--- src/rtl/dot_product_sequencer.sv ---
// Time-multiplexed unsigned dot product: one shared multiplier and accumulator step through N lanes.
// Define DOT_SEQ_SAT_EN to clamp the accumulator on overflow and report it on out_ovf.
module dot_product_sequencer #(
  parameter int unsigned BIT_WIDTH = 8,
  parameter int unsigned N         = 4,
  parameter int unsigned ACC_WIDTH = 2*BIT_WIDTH + $clog2(N)
) (
  input  logic                 clk,
  input  logic                 rst_n,
  input  logic                 in_valid,
  output logic                 in_ready,
  input  logic [BIT_WIDTH-1:0] a [N-1:0],
  input  logic [BIT_WIDTH-1:0] b [N-1:0],
  output logic                 out_valid,
  input  logic                 out_ready,
  output logic [ACC_WIDTH-1:0] out_sum,
  output logic                 out_ovf,
  output logic                 busy
);
  localparam int unsigned IDX_W  = $clog2(N);
  localparam int unsigned PROD_W = 2*BIT_WIDTH;

  typedef enum logic [1:0] {IDLE, MAC, DONE} state_t;

  state_t                 state_q, state_d;
  logic [IDX_W-1:0]       idx_q, idx_d;
  logic [ACC_WIDTH-1:0]   acc_q, acc_d;
  logic [BIT_WIDTH-1:0]   a_r_q [N-1:0];
  logic [BIT_WIDTH-1:0]   a_r_d [N-1:0];
  logic [BIT_WIDTH-1:0]   b_r_q [N-1:0];
  logic [BIT_WIDTH-1:0]   b_r_d [N-1:0];
  logic                   in_ready_q, in_ready_d;
  logic                   out_valid_q, out_valid_d;
  logic                   busy_q, busy_d;
  logic [PROD_W-1:0]      prod;

`ifdef DOT_SEQ_SAT_EN
  localparam int unsigned SUM_W = ACC_WIDTH + 1;
  logic             ovf_q, ovf_d;
  logic [SUM_W-1:0] sum;
`endif

  always_comb begin
    state_d = state_q;
    idx_d   = idx_q;
    acc_d   = acc_q;
    a_r_d   = a_r_q;
    b_r_d   = b_r_q;
    prod    = {{BIT_WIDTH{1'b0}}, a_r_q[idx_q]} * {{BIT_WIDTH{1'b0}}, b_r_q[idx_q]};
`ifdef DOT_SEQ_SAT_EN
    ovf_d   = ovf_q;
    sum     = {1'b0, acc_q} + SUM_W'(prod);
`endif

    case (state_q)
      IDLE: begin
        if (in_valid) begin
          a_r_d   = a;
          b_r_d   = b;
          acc_d   = '0;
          idx_d   = '0;
`ifdef DOT_SEQ_SAT_EN
          ovf_d   = 1'b0;
`endif
          state_d = MAC;
        end
      end
      MAC: begin
`ifdef DOT_SEQ_SAT_EN
        // Once clamped, the accumulator stays at all-ones for the rest of the vector.
        if (ovf_q || sum[ACC_WIDTH]) begin
          acc_d = '1;
          ovf_d = 1'b1;
        end else begin
          acc_d = sum[ACC_WIDTH-1:0];
        end
`else
        acc_d = acc_q + ACC_WIDTH'(prod);
`endif
        idx_d = idx_q + IDX_W'(1);
        if (idx_q == IDX_W'(N-1)) begin
          state_d = DONE;
        end
      end
      DONE: begin
        if (out_ready) begin
          state_d = IDLE;
        end
      end
      default: state_d = IDLE;
    endcase

    // Handshake outputs are registered from the next state so they align with state_q.
    in_ready_d  = (state_d == IDLE);
    out_valid_d = (state_d == DONE);
    busy_d      = (state_d != IDLE);
  end

  always_ff @(posedge clk or negedge rst_n) begin
    if (!rst_n) begin
      state_q     <= IDLE;
      idx_q       <= '0;
      acc_q       <= '0;
      for (int unsigned i = 0; i < N; i++) begin
        a_r_q[i] <= '0;
        b_r_q[i] <= '0;
      end
      in_ready_q  <= 1'b1;
      out_valid_q <= 1'b0;
      busy_q      <= 1'b0;
`ifdef DOT_SEQ_SAT_EN
      ovf_q       <= 1'b0;
`endif
    end else begin
      state_q     <= state_d;
      idx_q       <= idx_d;
      acc_q       <= acc_d;
      a_r_q       <= a_r_d;
      b_r_q       <= b_r_d;
      in_ready_q  <= in_ready_d;
      out_valid_q <= out_valid_d;
      busy_q      <= busy_d;
`ifdef DOT_SEQ_SAT_EN
      ovf_q       <= ovf_d;
`endif
    end
  end

  assign in_ready  = in_ready_q;
  assign out_valid = out_valid_q;
  assign busy      = busy_q;
  assign out_sum   = acc_q;
`ifdef DOT_SEQ_SAT_EN
  assign out_ovf   = ovf_q;
`else
  assign out_ovf   = 1'b0;
`endif

endmodule

--- config.mk ---
export PLATFORM = sky130hd
export DESIGN_NAME = dot_product_sequencer
export DESIGN_NICKNAME = d
export VERILOG_FILES = /design/src/rtl/dot_product_sequencer.sv
export SDC_FILE = /design/constraint.sdc
export NUM_CORES = 1
export LEC_CHECK = 0
export BUFFER_PORTS_ARGS = -buffer_cell sky130_fd_sc_hd__buf_2
export CORE_UTILIZATION = 51
export DETAILED_ROUTE_END_ITERATION = 6
export PLACE_DENSITY = 0.75
export SLEW_MARGIN = 20
export SYNTH_ARGS = -nofsm -noshare
export SYNTH_HDL_FRONTEND = slang
export SYNTH_SLANG_ARGS = --single-unit
--- constraint.sdc ---
create_clock -name clk -period 5.9 [get_ports clk]
set_input_delay 1.18 -clock clk [delete_from_list [all_inputs] [get_ports clk]]
set_output_delay 1.18 -clock clk [all_outputs]
set_load 0.03 [all_outputs]
-- Word level (Yosys, flattened, before mapping)
Cells that the tools add are included.
- logic and storage cells: 41
- input port bits: 68
- output and inout bits: 22
- register bits after elaboration: 89
- $lt $le $gt $ge: 1
- multipliers: 1
- add/sub/neg operators: 2
- muxes and demuxes: 12
- equal/unequal tests: 5
- reductions and logical operators: 6
- operator list (operator ; count):
    $pmux W18 S2 ; 1
    $bmux W8 S2 ; 2
    $add A18 B16 Y18 ; 1
    $mux W18 ; 1
    $mul A8 B8 Y16 ; 1
    $mux W8 ; 2
    $mux W2 ; 4
    $eq A2 B2 Y1 const B ; 3
    $pmux W2 S3 ; 1
    $logic_not A2 Y1 ; 2
    $pmux W2 S2 ; 1
    $reduce_and A2 Y1 ; 2
    $reduce_bool A2 Y1 ; 2
    $lt A2 B3 Y1 const B ; 1
    $add A2 B1 Y2 const B ; 1
    $eq A2 B1 Y1 const B ; 1
    $ne A2 B2 Y1 const B ; 1

-- Longest topological paths before layout
- depth after elaboration: 5
- mapped depth: 20
- gate-level depth less buffers: 18

-- Least setup slack after synthesis
Ideal clock, no wire load.
- kind: register to register
- start point: reg idx_q[0]
- end point: reg acc_q[17] (netlist: out_sum[17])
- data required time: 5.776 ns
- cell stages (with the launch flop): 18
- period minus slack after synthesis: 5.658 ns
- arrival: 5.534 ns
- setup time: 0.124 ns
- path buffers: 2
- setup slack: 0.242 ns
- path through: dfrtp_1 > buf_2 > buf_2 > mux4_2 > and2_1 > fa_1 > fa_1 > fa_1 > inv_1 > fa_1 > inv_1 > ha_1 > a21o_1 > a31o_1 > a311o_1 > or3_1 > and3_1 > a211o_1
- word-level cells in the longest chain between the ends: 5
- elaborated cells between the ends (all ways): 7
- classes of those cells: add/sub: 1; mul: 1; mux: 5
- RTL lines (element ; RTL line ; RTL):
    from (decl) ; 26 ; logic [IDX_W-1:0] idx_q, idx_d;
    from (signal assigned) ; 116 ; idx_q <= idx_d;
    $bmux W8 S2 ; 49 ; prod = {{BIT_WIDTH{1'b0}}, a_r_q[idx_q]} * {{BIT_WIDTH{1'b0}}, b_r_q[idx_q]};
    $mux W8 (not written as such) ; 49 ;
    $mul A8 B8 Y16 * ; 49 ;
    $add A18 B16 Y18 * ; 78 ; acc_d = acc_q + ACC_WIDTH'(prod);
    $pmux W18 S2 * ; 55 ; case (state_q)
    to (signal assigned) ; 103 ; acc_q <= '0;
    to (signal assigned) ; 117 ; acc_q <= acc_d;
    to (decl) ; 27 ; logic [ACC_WIDTH-1:0] acc_q, acc_d;
Every way passes the cells marked *; elsewhere a longest branch is shown, timed or not. The select of a mux whose other input is x is not followed.
A chain may end at the register's enable or synchronous reset.

-- Final worst setup path
Same ends and word-level chain as after synthesis.

==> impl_metrics.ini <==
[global_routing]
grt_max_degree = 65
first_global_vias = 4577
grt_use_total_pct = 22.4
antenna_found_initial = 0
grt_first_pass_wirelength_um = 22100
grt_overflow_total = 0

[setup_path]
end_kind = flip-flop
slowest_delay_ns = 0.60
worstPathRequired_ns = 6.13
path_class = flip-flop to flip-flop
cpMostUsedCell = fa_1
crit_fanout = 15
crit_slowest_cell = mux4_2
regToRegSetupSlack_ns = 0.32
worstPathArrival_ns = 5.81
crit_path_cell_trace = buf_12 -> mux4_2 -> and2_1 -> fa_1 -> fa_1 -> fa_1 -> inv_1 -> fa_1 -> inv_1 -> ha_1 -> a21o_1 -> a31o_1 -> a311o_1 -> or3_1 -> and3_1 -> a211o_1
startpoint_type = flip-flop
r2r-start = idx_q[0]
critPathLaunch = idx_q[0]

[die]
start_util_pct = 52.5
dieWidth_um = 113
die_h_um = 113
io_pins = 90
die_area_mm2 = 0.0128
rows = 40
coreArea_mm2 = 0.0120

[synth]
synth_top_family_by_area = adder cells
synth_flop_cell = dfrtp_1
synthXorXnorAreaFrac_pct = 0.834
synth_warnings = 0
synth.avg_cell_area_um2 = 11.4
synth-edff-count = 0
synth-simple-area-share_pct = 9.03
synthDistinctLibCells = 48
async_flop_share_pct = 100
synth-seq-area-share_pct = 35.4
syn_area_mm2 = 0.00630
netlist_top_cells_area = dfrtp_1 (35%), fa_1 (16%), mux2_2 (11%)
synth_compound_area_share_pct = 6.01
syn_inst = 554
synth_top_area_cell = dfrtp_1
ys_seq_elements = 89
synth_top_area_share_pct = 34.9
synth_fa_ha_area_share_pct = 24.0
synthesis.nets = 713
synthMuxAreaShare_pct = 17.6

[job]
cap_viol_max_count = 0

[cells_and_area]
fillers = 928
drive_gt1_share_pct = 30.2
synthToLayoutAreaGrowth_pct = 15.1
num_antenna_cells = 0
nNetsFinal = 803

[drt]
via_per_inst = 5.45
routedWlPerCell_um = 16.5
antenna_left = 0
vias = 4340
wirelength_um = 13200
first_pass_iters = 4
drcViolationCount = 0
drtIter0Drc = 201

[min_path]
hp-start = a_r_q[28]
hold_class = flip-flop to flip-flop

[clock_network]
cts-buffers-inserted = 9
cts.sinks = 89
insertion_delay_ns = 0.34
cts_tree = built
clockBufferDepth = 2
htree_num_levels = 3
path_clk_slew_ns = 0.07
postCtsSetupRepairBufs = 0
cts-hold-fix-buffers = 0
cts_root_buf = clkbuf_16
cts_resized = 0

[placement]
routabilityCongestion = 0.860
hpwl_um = 10300
port-buffer-count = 88

[sta]
final-setup-viol-count = 0
hold_viol_final = 0
period_minus_slack_ns = 5.58
fin_setup_tns_ns = 0
clock_skew_ns = 0.00726
slew_headroom_pct = 46.4
tightest_slew_ns = 0.804
slew_violations = 0
period_share_pct = 94.6
rsz0062_at_grt = no
fmax_mhz = 179

[status]
status = finished, final reports clean
state kept, by name, indices dropped and copies added, names as in the netlist:
signal	flops
busy	1
out_sum	18
in_ready	1
a_r_q	32
state_q	2
b_r_q	32
out_valid	1
idx_q	2
critical path: cells and delay by family, from the launching register on:
kind,cells,cell delay [ns]
fa+ha+maj,5,2.38
compound gates,4,1.04
simple gates,3,0.76
mux,1,0.60
flops,1,0.40
buf+inv,3,0.27
Yosys cell counts, types with 2 or more instances:
| library cell | number |
|---|---|
| a211oi_1 | 4 |
| nor2b_1 | 2 |
| a22o_1 | 5 |
| o21bai_1 | 2 |
| buf_2 | 2 |
| or3_1 | 2 |
| o31ai_1 | 2 |
| fa_1 | 50 |
| nor2_1 | 8 |
| xnor2_1 | 3 |
| nand2_1 | 50 |
| xor2_1 | 3 |
| a21o_1 | 7 |
| mux2_2 | 64 |
| and3_1 | 4 |
| inv_1 | 98 |
| nor3b_1 | 3 |
| mux2i_1 | 3 |
| and2_1 | 35 |
| nor3_1 | 2 |
| dfrtp_1 | 88 |
| o21ai_0 | 16 |
| o311ai_0 | 2 |
| a32o_1 | 2 |
| mux4_2 | 16 |
| clkbuf_1 | 12 |
| a21oi_1 | 6 |
| ha_1 | 41 |
| nand3_1 | 3 |
metrics by stage:
stage | setup WS (ns) | cell area, µm² | hold WS (ns) | std cells | utilization [%]
after floorplan | 0.242 | 6300 | 0.475 | 554 | -
after global placement | 0.458 | 6930 | 0.485 | 780 | 57.7
after detailed placement | 0.343 | 6930 | 0.491 | 780 | 57.7
after CTS | 0.318 | 7260 | 0.505 | 796 | 60.4
after global routing | 0.0923 | 7260 | 0.523 | 796 | 60.4
final | 0.321 | 7260 | 0.505 | 796 | 60.4
final cells by class:
class | instances | area (µm²) | area share [%]
Tap cell | 147 | 184 | 2.53
Sequential cell | 89 | 2230 | 30.7
Inverter | 98 | 368 | 5.07
Multi-Input combinational cell | 350 | 3640 | 50.1
Clock inverter | 6 | 96.3 | 1.33
Timing Repair Buffer | 96 | 515 | 7.10
Clock buffer | 10 | 229 | 3.15
cells by family after synthesis:
group | count (synthesis)
compound gates | 55
xor+xnor | 6
fa+ha+maj | 91
buf+inv | 115
flops | 89
mux | 83
other cells | 1
simple gates | 114
metal layers:
| metal | share of wire [%] | up-vias | global-route usage (%) |
|---|---|---|---|
| li1 | - | 2006 | - |
| met4 | 1.1 | 0 | 7.63 |
| met3 | 6.7 | 15 | 5.03 |
| met2 | 49 | 131 | 37.3 |
| met5 | 0 | - | 0 |
| met1 | 43 | 2188 | 29.0 |
worst paths after layout:
path / cells after the start / endpoint
max: 16 / out_sum[17]
min: 1 / a_r_q[28]
max reg2reg: 16 / out_sum[17]
min reg2reg: 1 / a_r_q[28]
max in group asynchronous: 2 / b_r_q[29]
min in group asynchronous: 1 / out_sum[10]
cell usage in the layout, fill, tap and decap left out, types with 2 or more instances in the layout:
cell type and instances:
inv_1 98, dfrtp_1 88, buf_2 87, mux2_2 64
nand2_1 50, fa_1 50, ha_1 41, and2_1 35
mux4_2 16, o21ai_0 16, clkbuf_16 9, nor2_1 8
buf_4 8, a21o_1 7, a21oi_1 6, a22o_1 5
a211oi_1 4, and3_1 4, nand3_1 3, mux2i_1 3
xor2_1 3, xnor2_1 3, or3_1 2, a32o_1 2
o31ai_1 2, o311ai_0 2, nor3_1 2, nor3b_1 2
o21bai_1 2, bufinv_16 2, inv_6 2
Power is left out: the tool's default activity adds up to more than one toggle a clock period on the data nets, which glitch-free logic cannot reach.
